**src/rtl/vjtag_bridge_pkg.sv**
```systemverilog
// Shared types and helpers for the virtual-JTAG register-file bridge.
package vjtag_bridge_pkg;

  typedef enum logic [1:0] {IDLE, CAPTURED, SHIFTING} state_t;

  localparam int          IR_BYPASS = 0;
  localparam logic [31:0] IR_ID     = '1;  // sliced to IR_W by the user

  function automatic int slice_index(input int k, input int reg_w);
    return k * reg_w;
  endfunction

endpackage

```
**src/rtl/vjtag_sync.sv**
```systemverilog
// Synchronises all JTAG-side inputs into clk, adds one delay stage and
// flags a tck rising event; data outputs are the delayed (tck-low) copies.
module vjtag_sync #(
  parameter int SYNC_STAGES = 2,
  parameter int IR_W        = 4
) (
  input  logic            clk,
  input  logic            rst_n,
  input  logic            tck,
  input  logic            tdi,
  input  logic [IR_W-1:0] ir_in,
  input  logic            cdr,
  input  logic            sdr,
  input  logic            udr,
  output logic            tck_rise_evt,
  output logic            tdi_d,
  output logic [IR_W-1:0] ir_d,
  output logic            cdr_d,
  output logic            sdr_d,
  output logic            udr_d
);

  localparam int W = IR_W + 5;

  logic [W-1:0] stage_q [SYNC_STAGES];
  logic [W-1:0] dly_q;

  always_ff @(posedge clk or negedge rst_n) begin
    if (!rst_n) begin
      for (int i = 0; i < SYNC_STAGES; i++) stage_q[i] <= '0;
      dly_q <= '0;
    end else begin
      stage_q[0] <= {tck, tdi, ir_in, cdr, sdr, udr};
      for (int i = 1; i < SYNC_STAGES; i++) stage_q[i] <= stage_q[i-1];
      dly_q <= stage_q[SYNC_STAGES-1];
    end
  end

  assign tck_rise_evt = stage_q[SYNC_STAGES-1][W-1] & ~dly_q[W-1];
  assign {tdi_d, ir_d, cdr_d, sdr_d, udr_d} = dly_q[W-2:0];

endmodule

```
**src/rtl/vjtag_regfile_bridge.sv**
```systemverilog
// Parametrised virtual-JTAG register-file bridge, fully in the clk domain.
// Optional ID register at IR all-ones when VJTAG_ID_REG_EN is defined.
module vjtag_regfile_bridge
  import vjtag_bridge_pkg::*;
#(
  parameter int                  NUM_REGS    = 8,
  parameter int                  REG_W       = 64,
  parameter int                  IR_W        = 4,
  parameter logic [NUM_REGS-1:0] RO_MASK     = 8'b1100_0001,
  parameter int                  SYNC_STAGES = 2,
  parameter logic [31:0]         ID_VALUE    = 32'h0012_3456
) (
  input  logic                      clk,
  input  logic                      rst_n,
  input  logic                      jtag_tck,
  input  logic                      jtag_tdi,
  input  logic [IR_W-1:0]           jtag_ir_in,
  input  logic                      jtag_cdr,
  input  logic                      jtag_sdr,
  input  logic                      jtag_udr,
  output logic                      jtag_tdo,
  input  logic [NUM_REGS*REG_W-1:0] rd_data,
  output logic [NUM_REGS*REG_W-1:0] wr_data,
  output logic [NUM_REGS-1:0]       wr_strobe,
  output logic [NUM_REGS-1:0]       rd_strobe,
  output logic [7:0]                len_err_cnt
);

  localparam int               SEL_W  = (NUM_REGS > 1) ? $clog2(NUM_REGS) : 1;
  localparam int               CNT_W  = $clog2(REG_W + 2);
  localparam logic [CNT_W-1:0] CNT_OK = CNT_W'(REG_W);
  localparam logic [CNT_W-1:0] CNT_MX = CNT_W'(REG_W + 1);
  localparam logic [REG_W-1:0] ID_EXT = REG_W'(ID_VALUE);

  logic            evt, tdi_a, cdr_a, sdr_a, udr_a;
  logic [IR_W-1:0] ir_a;

  vjtag_sync #(.SYNC_STAGES(SYNC_STAGES), .IR_W(IR_W)) u_sync (
    .clk(clk), .rst_n(rst_n), .tck(jtag_tck), .tdi(jtag_tdi), .ir_in(jtag_ir_in),
    .cdr(jtag_cdr), .sdr(jtag_sdr), .udr(jtag_udr),
    .tck_rise_evt(evt), .tdi_d(tdi_a), .ir_d(ir_a),
    .cdr_d(cdr_a), .sdr_d(sdr_a), .udr_d(udr_a)
  );

  logic             reg_hit, id_hit;
  logic [SEL_W-1:0] sel;

  always_comb begin
    reg_hit = (ir_a != IR_W'(IR_BYPASS)) && (32'(ir_a) <= NUM_REGS);
    sel     = SEL_W'(ir_a - 1'b1);
`ifdef VJTAG_ID_REG_EN
    id_hit  = (ir_a == IR_ID[IR_W-1:0]);
`else
    id_hit  = 1'b0;
`endif
  end

  state_t state_q, state_d;
  logic   do_cap, do_shift, do_upd;

  // cdr > sdr > udr when several flags are (illegally) set together
  always_comb begin
    state_d  = state_q;
    do_cap   = 1'b0;
    do_shift = 1'b0;
    do_upd   = 1'b0;
    if (evt) begin
      if (cdr_a) begin
        state_d = CAPTURED;
        do_cap  = 1'b1;
      end else if (sdr_a) begin
        do_shift = 1'b1;
        if (state_q != IDLE) state_d = SHIFTING;
      end else if (udr_a) begin
        state_d = IDLE;
        do_upd  = 1'b1;
      end
    end
  end

  always_ff @(posedge clk or negedge rst_n) begin
    if (!rst_n) state_q <= IDLE;
    else        state_q <= state_d;
  end

  logic [REG_W-1:0] sr_q;
  logic [CNT_W-1:0] cnt_q;
  logic             byp_q;

  always_ff @(posedge clk or negedge rst_n) begin
    if (!rst_n) begin
      sr_q        <= '0;
      cnt_q       <= '0;
      byp_q       <= 1'b0;
      jtag_tdo    <= 1'b0;
      wr_data     <= '0;
      wr_strobe   <= '0;
      rd_strobe   <= '0;
      len_err_cnt <= '0;
    end else begin
      wr_strobe <= '0;
      rd_strobe <= '0;
      jtag_tdo  <= (reg_hit || id_hit) ? sr_q[0] : byp_q;

      if (do_cap) begin
        cnt_q <= '0;
        if (id_hit) begin
          sr_q <= ID_EXT;
        end else if (reg_hit) begin
          if (RO_MASK[sel]) begin
            sr_q           <= rd_data[slice_index(int'(sel), REG_W) +: REG_W];
            rd_strobe[sel] <= 1'b1;
          end else begin
            sr_q <= wr_data[slice_index(int'(sel), REG_W) +: REG_W];
          end
        end
      end

      if (do_shift) begin
        if (reg_hit || id_hit) sr_q  <= {tdi_a, sr_q[REG_W-1:1]};
        else                   byp_q <= tdi_a;
        if (state_q != IDLE && cnt_q != CNT_MX) cnt_q <= cnt_q + 1'b1;
      end

      // counter is cleared on update so a stray sdr in IDLE keeps it at 0
      if (do_upd) begin
        cnt_q <= '0;
        if (reg_hit && !RO_MASK[sel]) begin
          if (cnt_q == CNT_OK) begin
            wr_data[slice_index(int'(sel), REG_W) +: REG_W] <= sr_q;
            wr_strobe[sel] <= 1'b1;
          end else if (len_err_cnt != 8'hFF) begin
            len_err_cnt <= len_err_cnt + 8'd1;
          end
        end
      end
    end
  end

endmodule

```
**config.mk**
```make
export PLATFORM = sky130hd
export DESIGN_NAME = vjtag_regfile_bridge
export DESIGN_NICKNAME = d
export VERILOG_FILES = /design/src/rtl/vjtag_bridge_pkg.sv /design/src/rtl/vjtag_sync.sv /design/src/rtl/vjtag_regfile_bridge.sv
export SDC_FILE = /design/constraint.sdc
export NUM_CORES = 1
export LEC_CHECK = 0
export BUFFER_PORTS_ARGS = -buffer_cell sky130_fd_sc_hd__buf_2
export CAP_MARGIN = 5
export CORE_AREA = 2 2 410 412
export CTS_CLUSTER_DIAMETER = 120
export DETAILED_ROUTE_END_ITERATION = 7
export DIE_AREA = 0 0 412 414
export SETUP_SLACK_MARGIN = 0.5
export SLEW_MARGIN = 20
export SYNTH_ARGS = -nofsm -noshare
export SYNTH_HDL_FRONTEND = slang
export SYNTH_SLANG_ARGS = --single-unit
```
**constraint.sdc**
```tcl
create_clock -name clk -period 7.77 [get_ports clk]
set_clock_uncertainty 0.05 [all_clocks]
set_input_delay 1.9425 -clock clk [delete_from_list [all_inputs] [get_ports clk]]
set_output_delay 1.9425 -clock clk [all_outputs]
set_load 0.02 [all_outputs]
```
After elaboration in Yosys (flattened, before gate mapping) --
Memory sizes are Yosys's and may differ from the RTL's. Cells that the tools add are included.
Storage, ports and cells: flip-flop bits (word level) 638, bits in latches 0, bits in writable memories 0, memory bits (read-only) 8, output and inout bits 537, word-level logic and storage cells 77, memories kept 1
Operators by class: add/subtract/negate cells 4, $mul 0, div/mod/pow operators 0, magnitude comparators 3, eq/ne operators 4, shift operators 4, mux-type cells 33, bitwise gates (word level) 4, reduce and logical (&&, ||, !) cells 12
Memories:
- (name not given) | words 8, bits a word 1, read ports 1, clocked after Yosys merged registers in 0, write ports 0, line vjtag_regfile_bridge.sv:128 | if (reg_hit && !RO_MASK[sel]) begin
Operator list (number):
- $shiftx A512 B10 Y64 | 2
- $bwmux W512 | 1
- $shift A64 B33 Y512 const A | 1
- $shiftx A64 B33 Y512 | 1
- $mux W64 | 5
- $mux W8 | 6
- $neg A9 Y33 | 1
- $mux W7 | 4
- $mux W1 | 12
- $add A8 B1 Y8 const B | 1
- $mux W2 | 4
- $ne A8 B8 Y1 const B | 1
- $add A7 B1 Y7 const B | 1
- $eq A7 B7 Y1 const B | 1
- $ne A7 B7 Y1 const B | 1
- $reduce_and A3 Y1 | 2
- $le A4 B4 Y1 const B | 1
- $logic_and A1 B1 Y1 | 4
- $lt A3 B4 Y1 const B | 1
- $reduce_and A4 Y1 | 1
- $reduce_bool A4 Y1 | 1
- $demux W1 S3 | 1
- $ge A3 B1 Y1 const B | 1
- $ne A3 B2 Y1 const B | 1
- other kinds (7) | 9

Depth between registers and ports, before layout --
depth after elaboration 8, depth in mapped cells 20, gate-level depth less buffers 10

Cells and area by module --
From an unflattened synthesis, not the netlist that was laid out.
Unflattened totals: cell total of the unflattened synthesis 2550, area total of the unflattened synthesis 31735.4 um2
By module, submodules not included:
- vjtag_regfile_bridge | instances 1, cells an instance 2518, area each 31016.0 um2
- vjtag_sync | instances 1, cells an instance 32, area each 719.4 um2

Worst setup path after synthesis --
Ideal clock, no wire load.
path kind register to register, start register u_sync.dly_q[3], end register wr_data[260], library setup time 0.125 ns, arrival 4.698 ns, data required time 7.595 ns, path slack 2.897 ns, stages on the path, launching flop included 20, path buffers 10, period minus slack after synthesis 4.873 ns, cell sequence dfrtp_1 -> buf_4 -> buf_2 -> inv_1 -> clkbuf_1 -> clkbuf_1 -> ha_1 -> xor2_2 -> inv_2 -> clkbuf_1 -> clkbuf_1 -> clkbuf_1 -> ha_1 -> clkbuf_1 -> and4b_1 -> and2_1 -> nand4_1 -> clkbuf_1 -> clkbuf_1 -> mux2_2
On the way: longest elaborated chain between the ends 6, elaborated cells on any way between the ends 13
RTL lines:
- start: declaration | line vjtag_sync.sv:26 | logic [W-1:0] dly_q;
- start signal: assignment | line vjtag_sync.sv:35 | dly_q <= stage_q[SYNC_STAGES-1];
- branches (longest 6 deep; another with $neg A9 Y33)
- end signal: indexed assignment | line vjtag_regfile_bridge.sv:130 | wr_data[slice_index(int'(sel), REG_W) +: REG_W] <= sr_q;
- end: declaration | line vjtag_regfile_bridge.sv:23 | output logic [NUM_REGS*REG_W-1:0] wr_data,
Several ways; the timed one is not identified. The select of a mux whose other input is x is not followed. A chain may end at the register's enable or synchronous reset.

Worst setup path after layout --
start register u_sync.dly_q[3], end register wr_data[58]
The elaborated chain is that of the path after synthesis.

==> key figures <==
Run status
  – Status: complete, no violations

Timing
  – Final hold violations: 0
  – Max-slew violations: 0
  – Tcrit/Tclk final: 73.5%
  – Fmax: 0.175 GHz
  – RSZ-0062 raised after global routing: no
  – Setup WS post-layout: 2.06 ns
  – Slew @ Worst Pin: 1.05 ns
  – Max-Slew Margin vs Limit: 29.5%
  – Minimum clock period: 5.71 ns
  – Setup Viol. Count Final: 0
  – Final TNS setup: 0 ns

Clocking
  – Post-CTS setup buffers: 0
  – Worst-path clk slew: 0.07 ns
  – Clock net sink count: 638
  – CTS root buffer: clkbuf_16
  – H-tree depth: 3
  – Clk buf depth: 3
  – Post-CTS Resized: 0
  – Num CTS Buffers: 79
  – Hold buffers post-CTS: 0
  – CTS tree: done
  – Clk_lat worst skew: 0.70 ns

Worst setup path
  – Buf/Inv on CP: 5
  – Worst Path Class, Setup: register to register
  – CP endpoint kind: register
  – Startpoint Class: register
  – Slowest stage delay, CP: 0.88 ns
  – Arrival time at the worst endpoint: 6.26 ns
  – Slowest cell on crit path: nand4b_2
  – Worst path cell trace: inv_2 > ha_1 > xor2_4 > inv_6 > mux2i_4 > buf_4 > nand4b_2 > nor3_2 > buf_4 > buf_4 > mux2i_1
  – Most frequent CP cell: buf_4
  – Worst path top cell family by delay: buffers and inverters
  – Critical Path RT: 8.32 ns
  – CP max FO: 31

Detailed routing
  – Number of detailed-route iterations in the first pass: 5
  – Mean number of vias per cell: 4.88
  – DRT antenna net count: 0
  – Initial DRC Count: 2833
  – DR WL/cell: 33.6 um
  – Routed vias: 28500
  – Total Wirelength: 196 mm
  – Residual DRC: 0

Placement
  – Detailed placer's ending HPWL: 146 mm
  – Gp weighted congestion: 0.908
  – Pre-CTS setup slack: 2.06 ns
  – Buffers on Ports: 931

Logic synthesis
  – Post-Syn Area: 32000 um2
  – Share of the synthesized area in the top cell type: 49.9%
  – Count leader, synth: dfrtp_1
  – Yosys top cell by area: dfrtp_1
  – Top_reg_cell synth: dfrtp_1
  – Post-synth cell types: 65
  – Post-synth EDFFs: 0
  – Synth warnings: 0
  – Post-synth ARST share: 100%
  – Mapped Cells: 2645
  – Synth Register Bits: 638
  – Register area share after synthesis: 49.9%
  – Synth Area per Inst: 12.1 um2
  – Largest cells by area after synthesis: dfrtp_1 (50%), mux2_2 (11%), mux4_2 (5.7%), mux2i_1 (4.8%), mux2_1 (4.2%)
  – Most frequent cells after synthesis: dfrtp_1 (638), mux2_2 (311), and2_1 (201), nand2_1 (185), mux2i_1 (153)

Die
  – Core area: 166000 um2
  – DIE WIDTH: 412 um
  – Initial Util: 19.2%
  – Num ports: 1060
  – Row cnt: 150
  – Die height: 414 um
  – Die area: 171000 um2

Global route
  – Antenna violations before repair: 68
  – Largest net degree at the start of global routing: 157
  – Grt ovf: 0
  – Number of global-route vias before repair: 27800
  – GRT Total Usage: 22.2%
  – First-pass GRT wire length: 257 mm

Layout
  – Layout cell share with drive strength beyond 1: 44.6%
  – End-of-flow core utilization: 25.3%
  – Area growth, synth to finish: 31.7%
  – Layout net count: 4080

Hold path
  – Min-delay worst type: register to register

Power and ir drop
  – P per Cell Area: 206 nW/um2
  – Leakage: 20.6 nW
  – Worst IR drop on VDD: 0.000154 V

Run
  – Max Cap Violations: 0
## logic make-up (layout without fill, tap and decap cells)
family,Yosys count,count (layout),share of synthesized area (%)
and+or+nand+nor,600,600,9.90
other,1,41,0.0117
buffers and inverters,281,1238,4.22
DFF,638,638,49.9
xor gates and xnor gates,12,12,0.376
adders and majority gates,11,11,0.431
muxes,665,665,25.7
AOI/OAI and AO/OA,437,437,9.44
## path summary, 6_finish.rpt
| kind | from | endpoint | slack [ns] | depth (start not counted) |
|---|---|---|---|---|
| min | u_sync.stage_q[7]$_DFF_PN0_ | u_sync.dly_q[7]$_DFF_PN0_ | 0.29 | 0 |
| max | u_sync.dly_q[3]$_DFF_PN0_ | wr_data[58]$_DFFE_PN0P_ | 2.06 | 11 |
| min in group asynchronous | rst_n | wr_data[70]$_DFFE_PN0P_ | 1.24 | 1 |
| max reg2reg | u_sync.dly_q[3]$_DFF_PN0_ | wr_data[58]$_DFFE_PN0P_ | 2.06 | 11 |
| max in group asynchronous | rst_n | u_sync.dly_q[3]$_DFF_PN0_ | 5.00 | 2 |
| min reg2reg | u_sync.stage_q[7]$_DFF_PN0_ | u_sync.dly_q[7]$_DFF_PN0_ | 0.29 | 0 |
## report_power, final
| part | internal [mW] | switching [mW] |
|---|---|---|
| clock | 2.21 | 1.62 |
| sequential | 3.43 | 0.308 |
| combinational | 0.383 | 0.717 |
## cells in the final DEF, fill, tap and decap left out, types with 16 or more instances in the layout
cell type and instances:
buf_2 930, dfrtp_1 637, mux2_2 311, and2_1 201, nand2_1 183, mux2i_1 152
mux2_1 120, buf_4 88, mux4_2 81, a22oi_1 81, clkbuf_16 80, o21ai_0 73
inv_1 68, a21oi_1 66, a211oi_1 50, o211ai_1 42, nor2_1 40, diode_2 37
nand3_1 28, nor3_1 26, nand2b_1 23, a31oi_1 18, o22ai_1 16
## stage by stage
step	area (um2)	power, mW	hold WS (ns)	cells
after global placement	39400	4.87	0.282	5667
after CTS	42000	8.74	0.293	5809
after global routing	42100	8.95	0.297	5824
final	42100	8.67	0.290	5846
after detailed placement	39400	4.89	0.285	5669
after floorplan	32000	4.13	0.281	2648
## layout make-up
type | instances | area [um2]
Fill cell | 17800 | 124000
Sequential cell | 638 | 16000
Multi-Input combinational cell | 1729 | 14900
Timing Repair Buffer | 1026 | 5470
Tap cell | 2204 | 2760
Clock buffer | 110 | 2260
Clock inverter | 30 | 339
Inverter | 72 | 275
Antenna cell | 37 | 92.6
## routing by layer
| metal | up-vias | global-route usage (%) | wire, um |
|---|---|---|---|
| met2 | 1846 | 34.1 | 87100 |
| met1 | 14700 | 28.0 | 78800 |
| li1 | 11500 | - | - |
| met4 | 46 | 10.1 | 9420 |
| met3 | 396 | 7.78 | 20600 |
| met5 | - | 0 | 275 |
Power figures use the tool's default switching activity.
